===== config.mk =====
export PLATFORM = sky130hd
export DESIGN_NAME = conv_ctrl_flat
export DESIGN_NICKNAME = d
export VERILOG_FILES = /design/src/rtl/conv_ctrl_if.sv /design/src/rtl/conv_ctrl.sv /design/src/flat_wrapper.sv
export SDC_FILE = /design/constraint.sdc
export NUM_CORES = 1
export LEC_CHECK = 0
export CORE_MARGIN = 8
export CORE_UTILIZATION = 55
export CTS_CLUSTER_DIAMETER = 150
export CTS_CLUSTER_SIZE = 12
export DETAILED_ROUTE_END_ITERATION = 8
export HOLD_SLACK_MARGIN = 0.06
export PLACE_DENSITY_LB_ADDON = 0.12
export SYNTH_ARGS = -nofsm -noshare
export SYNTH_HDL_FRONTEND = slang
export SYNTH_SLANG_ARGS = --single-unit
export TNS_END_PERCENT = 30

===== constraint.sdc =====
create_clock -name i_clk -period 7.11 [get_ports i_clk]
set_input_delay 1.7775 -clock i_clk [delete_from_list [all_inputs] [get_ports i_clk]]
set_output_delay 1.7775 -clock i_clk [all_outputs]
set_load 0.005 [all_outputs]

===== src/rtl/conv_ctrl_if.sv =====
// Bus bundle between the conv job controller and its surroundings:
// job configuration, fetch handshake towards the conv datapath and the
// result handshake towards the downstream consumer.
interface conv_ctrl_if;
    logic        i_start;
    logic        i_mode;
    logic [11:0] i_numPix;
    logic [5:0]  i_numGrp;
    logic [9:0]  i_bias;
    logic        i_relu;
    logic        o_busy;
    logic        o_done;
    logic        o_opcode;
    logic        o_rdReq;
    logic [11:0] o_pixIdx;
    logic [5:0]  o_grpIdx;
    logic        i_rdAck;
    logic [9:0]  i_conv0;
    logic [9:0]  i_conv1;
    logic [9:0]  i_conv2;
    logic        o_outValid;
    logic        i_outReady;
    logic [9:0]  o_outData0;
    logic [9:0]  o_outData1;
    logic [9:0]  o_outData2;

    modport slave (
        input  i_start, i_mode, i_numPix, i_numGrp, i_bias, i_relu,
        input  i_rdAck, i_conv0, i_conv1, i_conv2, i_outReady,
        output o_busy, o_done, o_opcode, o_rdReq, o_pixIdx, o_grpIdx,
        output o_outValid, o_outData0, o_outData1, o_outData2
    );

    modport master (
        output i_start, i_mode, i_numPix, i_numGrp, i_bias, i_relu,
        output i_rdAck, i_conv0, i_conv1, i_conv2, i_outReady,
        input  o_busy, o_done, o_opcode, o_rdReq, o_pixIdx, o_grpIdx,
        input  o_outValid, o_outData0, o_outData1, o_outData2
    );
endinterface


===== src/rtl/conv_ctrl.sv =====
// Convolution job controller: walks pixels (and channel groups in standard
// mode), requests window/weight fetches, accumulates or captures the conv
// datapath results, applies bias/saturation/ReLU and hands out one result
// word per pixel.
//
// state   | meaning
// --------+-----------------------------------------------------------
// S_IDLE  | waiting for i_start; job configuration latched on start
// S_FETCH | o_rdReq high; each i_rdAck is one transfer
// S_OUT   | o_outValid high; result held until i_outReady
// S_DONE  | one-cycle o_done pulse, then back to S_IDLE
module conv_ctrl (
    input  logic       i_clk,
    input  logic       i_rst,
    conv_ctrl_if.slave bus
);

    typedef enum logic [1:0] {S_IDLE, S_FETCH, S_OUT, S_DONE} state_t;

    state_t      state_q, state_d;
    logic        mode_q, mode_d;
    logic [11:0] num_pix_q, num_pix_d;
    logic [5:0]  num_grp_q, num_grp_d;
    logic [9:0]  bias_q, bias_d;
    logic        relu_q, relu_d;
    logic [11:0] pix_idx_q, pix_idx_d;
    logic [5:0]  grp_idx_q, grp_idx_d;
    logic [15:0] acc_q, acc_d;
    logic [9:0]  out0_q, out0_d;
    logic [9:0]  out1_q, out1_d;
    logic [9:0]  out2_q, out2_d;

    logic        last_grp;
    logic        last_pix;
    logic [15:0] acc_sum;
    logic signed [17:0] bias_ext;

    function automatic logic signed [17:0] sext10(input logic [9:0] x);
        return {{8{x[9]}}, x};
    endfunction

    function automatic logic signed [17:0] sext16(input logic [15:0] x);
        return {{2{x[15]}}, x};
    endfunction

    // Saturate to the 10-bit signed range, then optionally clamp negatives.
    function automatic logic [9:0] post_f(input logic signed [17:0] v, input logic relu);
        logic [9:0] r;
        if (v > 18'sd511)
            r = 10'h1FF;
        else if (v < -18'sd512)
            r = 10'h200;
        else
            r = v[9:0];
        if (relu && r[9])
            r = '0;
        return r;
    endfunction

    assign last_grp = (grp_idx_q == num_grp_q - 6'd1);
    assign last_pix = (pix_idx_q == num_pix_q - 12'd1);
    assign acc_sum  = acc_q + {{6{bus.i_conv0[9]}}, bus.i_conv0};
    assign bias_ext = sext10(bias_q);

    // State register.
    always_ff @(posedge i_clk) begin
        if (i_rst)
            state_q <= S_IDLE;
        else
            state_q <= state_d;
    end

    // Next-state decode.
    always_comb begin
        state_d = state_q;
        case (state_q)
            S_IDLE: begin
                if (bus.i_start)
                    state_d = (bus.i_numPix == 12'd0) ? S_DONE : S_FETCH;
            end
            S_FETCH: begin
                if (bus.i_rdAck && (mode_q || last_grp))
                    state_d = S_OUT;
            end
            S_OUT: begin
                if (bus.i_outReady)
                    state_d = last_pix ? S_DONE : S_FETCH;
            end
            S_DONE:  state_d = S_IDLE;
            default: state_d = S_IDLE;
        endcase
    end

    // Moore outputs straight from state and datapath registers.
    always_comb begin
        bus.o_busy     = (state_q != S_IDLE);
        bus.o_done     = (state_q == S_DONE);
        bus.o_rdReq    = (state_q == S_FETCH);
        bus.o_outValid = (state_q == S_OUT);
        bus.o_opcode   = mode_q;
        bus.o_pixIdx   = pix_idx_q;
        bus.o_grpIdx   = grp_idx_q;
        bus.o_outData0 = out0_q;
        bus.o_outData1 = out1_q;
        bus.o_outData2 = out2_q;
    end

    // Datapath next values: config latch, index walk, accumulate, result.
    // Results are registered on the final transfer so they stay frozen
    // for the whole output handshake.
    always_comb begin
        mode_d    = mode_q;
        num_pix_d = num_pix_q;
        num_grp_d = num_grp_q;
        bias_d    = bias_q;
        relu_d    = relu_q;
        pix_idx_d = pix_idx_q;
        grp_idx_d = grp_idx_q;
        acc_d     = acc_q;
        out0_d    = out0_q;
        out1_d    = out1_q;
        out2_d    = out2_q;
        case (state_q)
            S_IDLE: begin
                if (bus.i_start) begin
                    mode_d    = bus.i_mode;
                    num_pix_d = bus.i_numPix;
                    num_grp_d = (bus.i_numGrp == 6'd0) ? 6'd1 : bus.i_numGrp;
                    bias_d    = bus.i_bias;
                    relu_d    = bus.i_relu;
                    pix_idx_d = '0;
                    grp_idx_d = '0;
                    acc_d     = '0;
                end
            end
            S_FETCH: begin
                if (bus.i_rdAck) begin
                    if (mode_q) begin
                        out0_d = post_f(sext10(bus.i_conv0) + bias_ext, relu_q);
                        out1_d = post_f(sext10(bus.i_conv1) + bias_ext, relu_q);
                        out2_d = post_f(sext10(bus.i_conv2) + bias_ext, relu_q);
                    end else begin
                        acc_d = acc_sum;
                        if (last_grp) begin
                            out0_d = post_f(sext16(acc_sum) + bias_ext, relu_q);
                            out1_d = '0;
                            out2_d = '0;
                        end else begin
                            grp_idx_d = grp_idx_q + 6'd1;
                        end
                    end
                end
            end
            S_OUT: begin
                if (bus.i_outReady) begin
                    acc_d     = '0;
                    grp_idx_d = '0;
                    if (!last_pix)
                        pix_idx_d = pix_idx_q + 12'd1;
                end
            end
            default: ;
        endcase
    end

    // Datapath registers.
    always_ff @(posedge i_clk) begin
        if (i_rst) begin
            mode_q    <= 1'b0;
            num_pix_q <= '0;
            num_grp_q <= '0;
            bias_q    <= '0;
            relu_q    <= 1'b0;
            pix_idx_q <= '0;
            grp_idx_q <= '0;
            acc_q     <= '0;
            out0_q    <= '0;
            out1_q    <= '0;
            out2_q    <= '0;
        end else begin
            mode_q    <= mode_d;
            num_pix_q <= num_pix_d;
            num_grp_q <= num_grp_d;
            bias_q    <= bias_d;
            relu_q    <= relu_d;
            pix_idx_q <= pix_idx_d;
            grp_idx_q <= grp_idx_d;
            acc_q     <= acc_d;
            out0_q    <= out0_d;
            out1_q    <= out1_d;
            out2_q    <= out2_d;
        end
    end

endmodule


===== src/flat_wrapper.sv =====
// flat-port wrapper written by rule: the top's interface ports become plain ports
module conv_ctrl_flat 
  (i_clk, i_rst, bus_i_start, bus_i_mode, bus_i_numPix, bus_i_numGrp, bus_i_bias, bus_i_relu, bus_i_rdAck, bus_i_conv0, bus_i_conv1, bus_i_conv2, bus_i_outReady, bus_o_busy, bus_o_done, bus_o_opcode, bus_o_rdReq, bus_o_pixIdx, bus_o_grpIdx, bus_o_outValid, bus_o_outData0, bus_o_outData1, bus_o_outData2);
  conv_ctrl_if bus_i ();
  input  logic i_clk;
  input  logic i_rst;
  input wire logic [$bits(bus_i.i_start)-1:0] bus_i_start;
  input wire logic [$bits(bus_i.i_mode)-1:0] bus_i_mode;
  input wire logic [$bits(bus_i.i_numPix)-1:0] bus_i_numPix;
  input wire logic [$bits(bus_i.i_numGrp)-1:0] bus_i_numGrp;
  input wire logic [$bits(bus_i.i_bias)-1:0] bus_i_bias;
  input wire logic [$bits(bus_i.i_relu)-1:0] bus_i_relu;
  input wire logic [$bits(bus_i.i_rdAck)-1:0] bus_i_rdAck;
  input wire logic [$bits(bus_i.i_conv0)-1:0] bus_i_conv0;
  input wire logic [$bits(bus_i.i_conv1)-1:0] bus_i_conv1;
  input wire logic [$bits(bus_i.i_conv2)-1:0] bus_i_conv2;
  input wire logic [$bits(bus_i.i_outReady)-1:0] bus_i_outReady;
  output wire logic [$bits(bus_i.o_busy)-1:0] bus_o_busy;
  output wire logic [$bits(bus_i.o_done)-1:0] bus_o_done;
  output wire logic [$bits(bus_i.o_opcode)-1:0] bus_o_opcode;
  output wire logic [$bits(bus_i.o_rdReq)-1:0] bus_o_rdReq;
  output wire logic [$bits(bus_i.o_pixIdx)-1:0] bus_o_pixIdx;
  output wire logic [$bits(bus_i.o_grpIdx)-1:0] bus_o_grpIdx;
  output wire logic [$bits(bus_i.o_outValid)-1:0] bus_o_outValid;
  output wire logic [$bits(bus_i.o_outData0)-1:0] bus_o_outData0;
  output wire logic [$bits(bus_i.o_outData1)-1:0] bus_o_outData1;
  output wire logic [$bits(bus_i.o_outData2)-1:0] bus_o_outData2;
  assign bus_i.i_start = bus_i_start;
  assign bus_i.i_mode = bus_i_mode;
  assign bus_i.i_numPix = bus_i_numPix;
  assign bus_i.i_numGrp = bus_i_numGrp;
  assign bus_i.i_bias = bus_i_bias;
  assign bus_i.i_relu = bus_i_relu;
  assign bus_i.i_rdAck = bus_i_rdAck;
  assign bus_i.i_conv0 = bus_i_conv0;
  assign bus_i.i_conv1 = bus_i_conv1;
  assign bus_i.i_conv2 = bus_i_conv2;
  assign bus_i.i_outReady = bus_i_outReady;
  assign bus_o_busy = bus_i.o_busy;
  assign bus_o_done = bus_i.o_done;
  assign bus_o_opcode = bus_i.o_opcode;
  assign bus_o_rdReq = bus_i.o_rdReq;
  assign bus_o_pixIdx = bus_i.o_pixIdx;
  assign bus_o_grpIdx = bus_i.o_grpIdx;
  assign bus_o_outValid = bus_i.o_outValid;
  assign bus_o_outData0 = bus_i.o_outData0;
  assign bus_o_outData1 = bus_i.o_outData1;
  assign bus_o_outData2 = bus_i.o_outData2;
  conv_ctrl u_core (.i_clk(i_clk), .i_rst(i_rst), .bus(bus_i));
endmodule

==> Word-level counts from Yosys, hierarchy flattened <==
Index checks and enable logic that the tools add are counted.
{ "totals": {"elab_cells": 112, "reg_bits": 96, "in_bits": 65} }
{ "op_classes": {"n_reduce_logical": 19, "n_eq_ne": 12, "n_addsub": 9, "muxes": 52, "order_cmp": 8} }
{ "op_table": {"columns": ["cell", "n"], "rows": [
  ["two-way mux 10 bit", 30],
  ["> comparator 18 x 10 -> 1 bit (second input constant)", 4],
  ["less-than comparator 18 x 10 -> 1 bit (second input constant)", 4],
  ["two-way mux 16 bit", 4],
  ["case mux 16 bit (3 select lines)", 1],
  ["two-way mux 12 bit", 3],
  ["two-way mux 6 bit", 6],
  ["adder 10 x 10 -> 11 bit", 3],
  ["case mux 12 bit (2 select lines)", 1],
  ["case mux 6 bit (3 select lines)", 1],
  ["adder 16 x 10 -> 17 bit", 1],
  ["adder 16 bit", 1],
  ["adder 12 x 1 -> 12 bit (second input constant)", 1],
  ["equality test 12 bit", 1],
  ["zero test 12 bit", 1],
  ["!= test 2 bit (second input constant)", 6],
  ["subtractor 12 x 1 -> 12 bit (second input constant)", 1],
  ["two-way mux 2 bit", 5],
  ["case mux 2 bit (4 select lines)", 1],
  ["adder 6 x 1 -> 6 bit (second input constant)", 1],
  ["equality test 6 bit", 1],
  ["zero test 6 bit", 1],
  ["AND reduction 3 bit", 2],
  ["AND reduction 6 bit", 1],
  ["other kinds (12)", 19]
]} }

==> Longest topological paths before layout <==
Gate-level depths: netlist (run 1).
{ "logic_depth": {"depth_word": 13, "depth_mapped": 21} }

==> Worst setup path after synthesis (run 1) <==
Ideal clock, no wire load.
{ "synth_timing": {"path_type": "in2reg", "from": "in bus_i_conv0[2]", "to": "reg u_core.out0_q[5], in the netlist u_core.bus.o_outData0[5]", "stages": 16, "required_ns": 6.965, "setup_slack_ns": 1.451, "arrival_time_ns": 5.514, "setup_time_ns": 0.145, "cell_sequence": "ha_1 o21ai_0 o21a_1 o311ai_0 o21a_1 nor2_1 xnor2_1 ha_1 and3_1 o211ai_1 a21oi_1 or3_1 a2111oi_0 nand3_1 a221oi_1 a211oi_1"} }
{ "synth_via": {"elab_chain_cells": 13, "word_cells_on_any_way": 24, "cone_classes": "add/sub: 3; order compare: 4; mux: 15; reduce/logical: 2"} }
{ "synth_lines": {"columns": ["item", "line", "text"], "rows": [
  ["from (decl)", "flat_wrapper.sv:14", "input wire logic [$bits(bus_i.i_conv0)-1:0] bus_i_conv0;"],
  ["adder 16 bit", "conv_ctrl.sv:62", "assign acc_sum = acc_q + {{6{bus.i_conv0[9]}}, bus.i_conv0};"],
  ["adder 16 x 10 -> 17 bit", "conv_ctrl.sv:145", "out0_d = post_f(sext16(acc_sum) + bias_ext, relu_q);"],
  ["less-than comparator 18 x 10 -> 1 bit", "conv_ctrl.sv:51", "else if (v < -18'sd512)"],
  ["two-way mux 10 bit", "conv_ctrl.sv:51", null],
  ["two-way mux 10 bit", "conv_ctrl.sv:49", "if (v > 18'sd511)"],
  ["two-way mux 10 bit", "conv_ctrl.sv:144", "if (last_grp) begin"],
  ["two-way mux 10 bit", "conv_ctrl.sv:138", "if (mode_q) begin"],
  ["two-way mux 10 bit", "conv_ctrl.sv:137", "if (bus.i_rdAck) begin"],
  ["two-way mux 10 bit", "conv_ctrl.sv:123", "case (state_q)"],
  ["logical AND 1 bit", "conv_ctrl.sv:55", "if (relu && r[9])"],
  ["two-way mux 10 bit", "conv_ctrl.sv:55", null],
  ["two-way mux 10 bit", "conv_ctrl.sv:144", null],
  ["two-way mux 10 bit (*)", "conv_ctrl.sv:138", null],
  ["to (signal assigned)", "conv_ctrl.sv:189", "out0_q <= out0_d;"],
  ["to (decl)", "conv_ctrl.sv:29", "logic [9:0] out0_q, out0_d;"]
]} }
Mark *: on every way between the ends. The rest lies on a longest branch, timed or not. The select of a mux whose other input is x is not followed.
A chain may end at the register's enable or synchronous reset.

==> Final worst setup path (run 1) <==
{ "layout_timing": {"from": "in bus_i_conv0[0]", "to": "reg u_core.out0_q[1], in the netlist u_core.bus.o_outData0[1]"} }
Same word-level chain as after synthesis.

==> results of run 1 <==
==> logic make-up (layout without fill, tap and decap cells) <==
kind of cell / after synthesis / count (layout) / synth area share [%]
flip-flops: 96 / 96 / 26.8
adder cells (fa/ha/maj): 70 / 70 / 12.8
XOR/XNOR: 76 / 76 / 9.30
AND/OR/NAND/NOR: 342 / 342 / 22.9
AO/OA/AOI/OAI: 262 / 262 / 23.4
multiplexers: 5 / 5 / 0.786
buffers and inverters: 72 / 172 / 3.98
==> metal layers <==
metal / wire length [µm] / share of wire (%) / GRT usage (%)
met1: 8670 / 45 / 29.2
met4: 425 / 2.2 / 8.61
met3: 1110 / 5.7 / 3.22
met5: 0 / 0 / 0
met2: 9170 / 47 / 39.3
==> power groups by stage <==
stage / clock [mW] / combinational, mW / sequential [mW]
floorplan: 0 / 0.390 / 0.590
global placement: 0 / 0.510 / 0.605
detailed placement: 0 / 0.517 / 0.606
CTS: 0.515 / 0.521 / 0.593
global route: 0.535 / 0.584 / 0.597
finish: 0.506 / 0.522 / 0.593
==> final timing paths <==
path                                               from                                    end  slack (ns)  depth (start not counted)
setup / recovery                         bus_i_conv0[0]  u_core.bus.o_outData0[1]$_SDFFE_PP0P_        0.67                         19
hold / removal    u_core.bus.o_outData1[2]$_SDFFE_PP0P_  u_core.bus.o_outData1[2]$_SDFFE_PP0P_        0.45                          2
setup reg to reg           u_core.acc_q[0]$_SDFFE_PP0P_  u_core.bus.o_outData0[1]$_SDFFE_PP0P_        2.26                         18
hold reg to reg   u_core.bus.o_outData1[2]$_SDFFE_PP0P_  u_core.bus.o_outData1[2]$_SDFFE_PP0P_        0.45                          2
==> cells in the final DEF (no fill, tap or decap), types with 10 or more instances in the layout <==
| cell | instances |
|---|---|
| nand3_1 | 20 |
| xor2_1 | 32 |
| nand2b_1 | 12 |
| and2_1 | 13 |
| ha_1 | 65 |
| nor3_1 | 22 |
| inv_1 | 37 |
| a21o_1 | 13 |
| xnor2_1 | 44 |
| and3_1 | 16 |
| dfxtp_1 | 96 |
| a31oi_1 | 10 |
| nor2_1 | 89 |
| nand2_1 | 111 |
| a22oi_1 | 21 |
| nor2b_1 | 14 |
| a211oi_1 | 12 |
| clkdlybuf4s50_1 | 116 |
| o21ai_0 | 51 |
| a21oi_1 | 88 |
==> critical path: cells and delay by family <==
family                   cells  cell delay [ns]
AO/OA/AOI/OAI               10             2.70
buffers and inverters        2             0.56
XOR/XNOR                     2             0.39
adder cells (fa/ha/maj)      3             0.95
AND/OR/NAND/NOR              2             0.33
==> through the flow <==
step,cells,total power [mW],setup WS (ns)
5_1_grt,1195,1.72,0.138
6_report,1195,1.62,0.672
2_1_floorplan,923,0.980,1.45
3_5_place_dp,1179,1.12,0.339
4_1_cts,1195,1.63,0.683
3_3_place_gp,1179,1.11,0.479
==> state kept, by name (all words and copies together), names as in the netlist <==
register,count
u_core.bus.o_outData0,10
u_core.state_q,2
u_core.bus.o_opcode,1
u_core.bus.o_grpIdx,6
u_core.bias_q,10
u_core.relu_q,1
u_core.num_grp_q,6
u_core.bus.o_outData1,10
u_core.bus.o_pixIdx,12
u_core.acc_q,16
u_core.num_pix_q,12
u_core.bus.o_outData2,10
==> cell type report <==
| type | count | share of cell area (%) |
|---|---|---|
| clock inverter | 7 | 0.905 |
| sequential | 96 | 22.1 |
| clock buffer | 9 | 2.58 |
| inverter | 37 | 1.59 |
| timing repair buffer | 119 | 13.6 |
| tap | 172 | 2.47 |
| multi-input combinational | 755 | 56.8 |
==> flow_metrics.env, run 1 <==
export IMPL_outcome="completed"
export IMPL_grt_pass1_vias=6433
export IMPL_synth_warnings=0
export IMPL_synth_area_um2=7160
export IMPL_antenna_found_initial=0
export IMPL_critPathMaxStageDelay_ns=0.61
export IMPL_pwr_density_cell_nw_per_um2=186
export IMPL_hold_buffers=0
export IMPL_die_height_um=130
export IMPL_cts_root_buf="clkbuf_16"
export IMPL_fp_dieW_um=130
export IMPL_period_minus_slack_ns=6.44
export IMPL_synth_top_cells_by_area="dfxtp_1 27%, ha_1 11%, a21oi_1 6.2%"
export IMPL_grt_ovfl_total=0
export IMPL_synth_most_common_cell="nand2_1"
export IMPL_vias=6927
export IMPL_layout_drive_gt1_share_pct=3.81
export IMPL_required_ns=7.38
export IMPL_ctsResizeCount=0
export IMPL_fillers=1104
export IMPL_rsz0062_at_grt="false"
export IMPL_synthArstFlopShare_pct=0
export IMPL_final_area_um2=8710
export IMPL_hold_viol=0
export IMPL_cts_path_max_buffers=2
export IMPL_p_leak_nw=3.44
export IMPL_synth_edff_count=0
export IMPL_synth_area_per_cell_um2=7.76
export IMPL_io_buffers=117
export IMPL_ys_types=59
export IMPL_synth_top_area_share_pct=26.8
export IMPL_multi_input_area_um2=4950
export IMPL_synth_top_area_cell="dfxtp_1"
export IMPL_hpwl_um=15100
export IMPL_grt_max_degree=61
export IMPL_clkTransAtPathRegs_ns=0.07
export IMPL_crit_path_max_fanout=9
export IMPL_rows=41
export IMPL_p_sw_share_pct=34.1
export IMPL_io_pin_count=118
export IMPL_fin_util_pct=68.8
export IMPL_drc=0
export IMPL_relSlewSlack_pct=25.7
export IMPL_gp_congestion=0.959
export IMPL_wire_per_inst_um=16.2
export IMPL_worst_slew_pin_slew_ns=1.11
export IMPL_fin_hold_ws_ns=0.451
export IMPL_htree_levels=3
export IMPL_worstPathCellList="clkdlybuf4s50_1, ha_1, inv_1, fa_1, nor2b_1, o21ai_0, a21oi_1, o211ai_1, a31oi_1, xor2_1, ha_1, and2_1, a221o_1, a311oi_1, o21bai_1, xnor2_1, o31ai_2, o21ai_0, a311oi_1"
export IMPL_maxCapViolations=0
export IMPL_p_int_mw=1.07
export IMPL_dr_pass1_iters=5
export IMPL_place_area_um2=8410
export IMPL_slew_violations=0
export IMPL_cts_tree="done"
export IMPL_synthFlopType="dfxtp_1"
export IMPL_setup_violations=0
export IMPL_min_path_type="reg2reg"
export IMPL_synthTopCellsByCount="111 x nand2_1, 96 x dfxtp_1, 89 x nor2_1"
export IMPL_ant_nets=0
export IMPL_grt_use_total_pct=23.1
export IMPL_postCtsSetupBuffers=0
export IMPL_p_sw_mw=0.553
export IMPL_viasPerCell=5.80
export IMPL_worst_setup_path_start_kind="input pin"
export IMPL_first_iter_violations=445
export IMPL_setup_tns_ns=0
export IMPL_criticalPathCategory="in2reg"
export IMPL_fin_crit_sh_pct=90.6
export IMPL_finClkSkew_ns=0.00773
export IMPL_die_area_um2=16900
export IMPL_yosysSeqAreaShare_pct=26.8
export IMPL_routed_wl_um=19400
export IMPL_p_clk_share_pct=31.2
export IMPL_clk_latency_ns=0.35
export IMPL_area_delta_synth_final_pct=21.7
export IMPL_fin_nets=1153
export IMPL_p_comb_share_pct=32.2
export IMPL_cts_buffers=9
export IMPL_vdd_drop_max_mv=0.136
export IMPL_synth_seq_cells=96
export IMPL_crit_arrival_ns=6.70
export IMPL_fmaxAchievable_mhz=155
export IMPL_start_util_pct=56.5
export IMPL_worst_setup_path_end_kind="register"
export IMPL_diodes=0
export IMPL_syn_instance_count=923
export IMPL_seq_power_share_pct=36.6
export IMPL_syn_nets=1058
export IMPL_grt_pass1_wl_um=31600
export IMPL_critPathSlowestCell="o31ai_2"
export IMPL_seq_area_um2=1920
export IMPL_core_um2=12700
export IMPL_cts_sinks=96
Note: power is estimated with default switching activity, not from simulation.
==> run 2, diff against run 1 <==
--- a/config.mk
+++ b/config.mk
@@ -7,6 +7,7 @@
 export LEC_CHECK = 0
 export CORE_MARGIN = 8
 export CORE_UTILIZATION = 55
+export CTS_BUF_LIST = sky130_fd_sc_hd__clkbuf_16
 export CTS_CLUSTER_DIAMETER = 150
 export CTS_CLUSTER_SIZE = 12
 export DETAILED_ROUTE_END_ITERATION = 8
==> results of run 2 <==
The final DEF is identical to that of run 1; final timing and power are the same.
==> run 3, diff against run 2 <==
--- a/config.mk
+++ b/config.mk
@@ -5,6 +5,7 @@
 export SDC_FILE = /design/constraint.sdc
 export NUM_CORES = 1
 export LEC_CHECK = 0
+export CAP_MARGIN = 20
 export CORE_MARGIN = 8
 export CORE_UTILIZATION = 55
 export CTS_BUF_LIST = sky130_fd_sc_hd__clkbuf_16
==> constraint.sdc (replaced) <==
create_clock -name i_clk -period 6.1 [get_ports i_clk]
set_input_delay 1.525 -clock i_clk [delete_from_list [all_inputs] [get_ports i_clk]]
set_output_delay 1.525 -clock i_clk [all_outputs]
set_load 0.02 [all_outputs]
==> run 3 against run 2 <==
Compared with the run above:
- cell count increased by 2.0%
- clock skew grew 0.0054 ns
- total power rose by 25%
- combinational power is 30% higher
- flip-flop and latch count stayed put
- count of clock-buffer cells in the layout unchanged
- global-route usage increased by 0.55 points
- register-to-register slack got worse by 0.67 ns
- largest power group unchanged
- sequential share of layout area fell by 0.70 points
- sequential power rose by 17%
- die area is the same
==> flow_metrics.env, run 3 (synthesis gave the netlist of run 1 again) <==
export IMPL_clkTransAtPathRegs_ns=0.07
export IMPL_die_area_um2=16900
export IMPL_vias=7134
export IMPL_cts_tree="done"
export IMPL_worst_setup_path_end_kind="register"
export IMPL_place_inst=1203
export IMPL_finClkSkew_ns=0.0131
export IMPL_antenna_found_initial=0
export IMPL_instances_no_fill=1219
export IMPL_p_comb_share_pct=33.5
export IMPL_setup_tns_ns=0
export IMPL_grt_max_degree=35
export IMPL_rows=41
export IMPL_first_iter_violations=532
export IMPL_io_buffers=117
export IMPL_ant_nets=0
export IMPL_htree_levels=3
export IMPL_criticalPathCategory="in2reg"
export IMPL_ctsResizeCount=0
export IMPL_wire_per_inst_um=16.5
export IMPL_cts_sinks=96
export IMPL_route_met2_wl_um=9840
export IMPL_pwr_density_cell_nw_per_um2=224
export IMPL_core_um2=12700
export IMPL_diodes=0
export IMPL_fin_crit_sh_pct=95.5
export IMPL_io_pin_count=118
export IMPL_slew_violations=0
export IMPL_cts_buffers=9
export IMPL_crit_path_max_fanout=5
export IMPL_hold_viol=0
export IMPL_mostFrequentLayoutCell="clkdlybuf4s50_1"
export IMPL_postCtsSetupBuffers=0
export IMPL_viasPerCell=5.85
export IMPL_p_clk_share_pct=32.2
export IMPL_crit_arrival_ns=6.03
export IMPL_required_ns=6.31
export IMPL_grt_pass1_vias=6684
export IMPL_relSlewSlack_pct=28.0
export IMPL_p_leak_nw=3.61
export IMPL_hold_buffers=0
export IMPL_start_util_pct=56.5
export IMPL_seq_power_share_pct=34.3
export IMPL_wl_met1_um=8740
export IMPL_worst_slew_pin_slew_ns=1.07
export IMPL_fmaxAchievable_mhz=172
export IMPL_drc=0
export IMPL_setup_violations=0
export IMPL_cts_path_max_buffers=2
export IMPL_worst_setup_path_start_kind="input pin"
export IMPL_cts_root_buf="clkbuf_16"
export IMPL_largest_reg_flops=16
export IMPL_p_sw_mw=0.664
export IMPL_min_path_type="reg2reg"
export IMPL_routed_wl_um=20100
export IMPL_rrSetupSlack_ns=1.59
export IMPL_layout_common_cells="116 x clkdlybuf4s50_1, 111 x nand2_1, 96 x dfxtp_1"
export IMPL_clk_latency_ns=0.35
export IMPL_fp_dieW_um=130
export IMPL_period_minus_slack_ns=5.83
export IMPL_top_register="u_core.acc_q"
export IMPL_maxCapViolations=0
export IMPL_grt_use_total_pct=23.7
export IMPL_area_delta_synth_final_pct=25.7
export IMPL_met3_length_um=1130
export IMPL_fillers=1090
export IMPL_maxUsedRoutingLayer="met4"
export IMPL_gp_congestion=0.903
export IMPL_hpwl_um=15500
export IMPL_p_sw_share_pct=32.9
export IMPL_fin_nets=1178
export IMPL_vdd_drop_max_mv=0.118
export IMPL_power_total_mw=2.02
export IMPL_dr_pass1_iters=8
export IMPL_grt_pass1_wl_um=32300
export IMPL_grt_ovfl_total=0
export IMPL_die_height_um=130
export IMPL_layout_drive_gt1_share_pct=6.78
export IMPL_outcome="completed"
export IMPL_p_int_mw=1.36
run 3: metal layers:
layer	track usage (%)	vias up
li1	-	3550
met5	0	-
met3	3.43	35
met4	8.54	0
met1	29.2	3335
met2	41.2	214
run 3: layout make-up:
type | count | area [µm²] | area share (%)
clock buffers | 9 | 225 | 2.50
clock inverters | 6 | 109 | 1.21
inverters | 37 | 139 | 1.54
multi-input cells | 755 | 5000 | 55.6
flip-flops and latches | 96 | 1920 | 21.4
well taps | 172 | 215 | 2.39
repair buffers | 144 | 1390 | 15.4
run 3: critical path, stage by stage:
cell             delay [ns]
clkdlybuf4s50_1        0.49
ha_2                   0.21
inv_1                  0.05
fa_1                   0.40
nor2b_1                0.12
o21ai_0                0.11
a21oi_1                0.16
buf_4                  0.15
o211ai_1               0.13
nand2_1                0.09
nor2_1                 0.05
xnor2_1                0.23
ha_1                   0.33
a21oi_2                0.18
nand2_1                0.07
a21o_1                 0.21
or3_1                  0.34
a2111oi_2              0.38
buf_4                  0.18
nand3_2                0.11
a221oi_2               0.27
buf_4                  0.18
a211oi_1               0.06
run 3: final timing paths:
path                                              start                               endpoint  cells after the start
setup / recovery                         bus_i_conv0[0]  u_core.bus.o_outData0[5]$_SDFFE_PP0P_                     23
hold / removal    u_core.bus.o_outData2[5]$_SDFFE_PP0P_  u_core.bus.o_outData2[5]$_SDFFE_PP0P_                      2
setup reg to reg           u_core.acc_q[0]$_SDFFE_PP0P_  u_core.bus.o_outData0[5]$_SDFFE_PP0P_                     22
hold reg to reg   u_core.bus.o_outData2[5]$_SDFFE_PP0P_  u_core.bus.o_outData2[5]$_SDFFE_PP0P_                      2
run 3: power groups by stage:
stage               Combinational (mW)  Clock (mW)  Sequential [mW]
CTS                              0.648       0.657            0.692
detailed placement               0.641           0            0.705
finish                           0.676       0.651            0.693
global placement                 0.632           0            0.705
global route                     0.745       0.681            0.696
floorplan                        0.457           0            0.694
run 3: metrics by stage:
stage | cell area (µm²) | utilization [%] | setup slack, ns | hold slack, ns
2_1_floorplan | 7160 | - | 0.693 | 0.448
6_report | 9000 | 71.0 | 0.273 | 0.452
5_1_grt | 9000 | 71.0 | -0.0671 | 0.479
3_5_place_dp | 8590 | 67.8 | -0.219 | 0.442
4_1_cts | 8920 | 70.4 | 0.0596 | 0.455
3_3_place_gp | 8590 | 67.8 | -0.0378 | 0.435
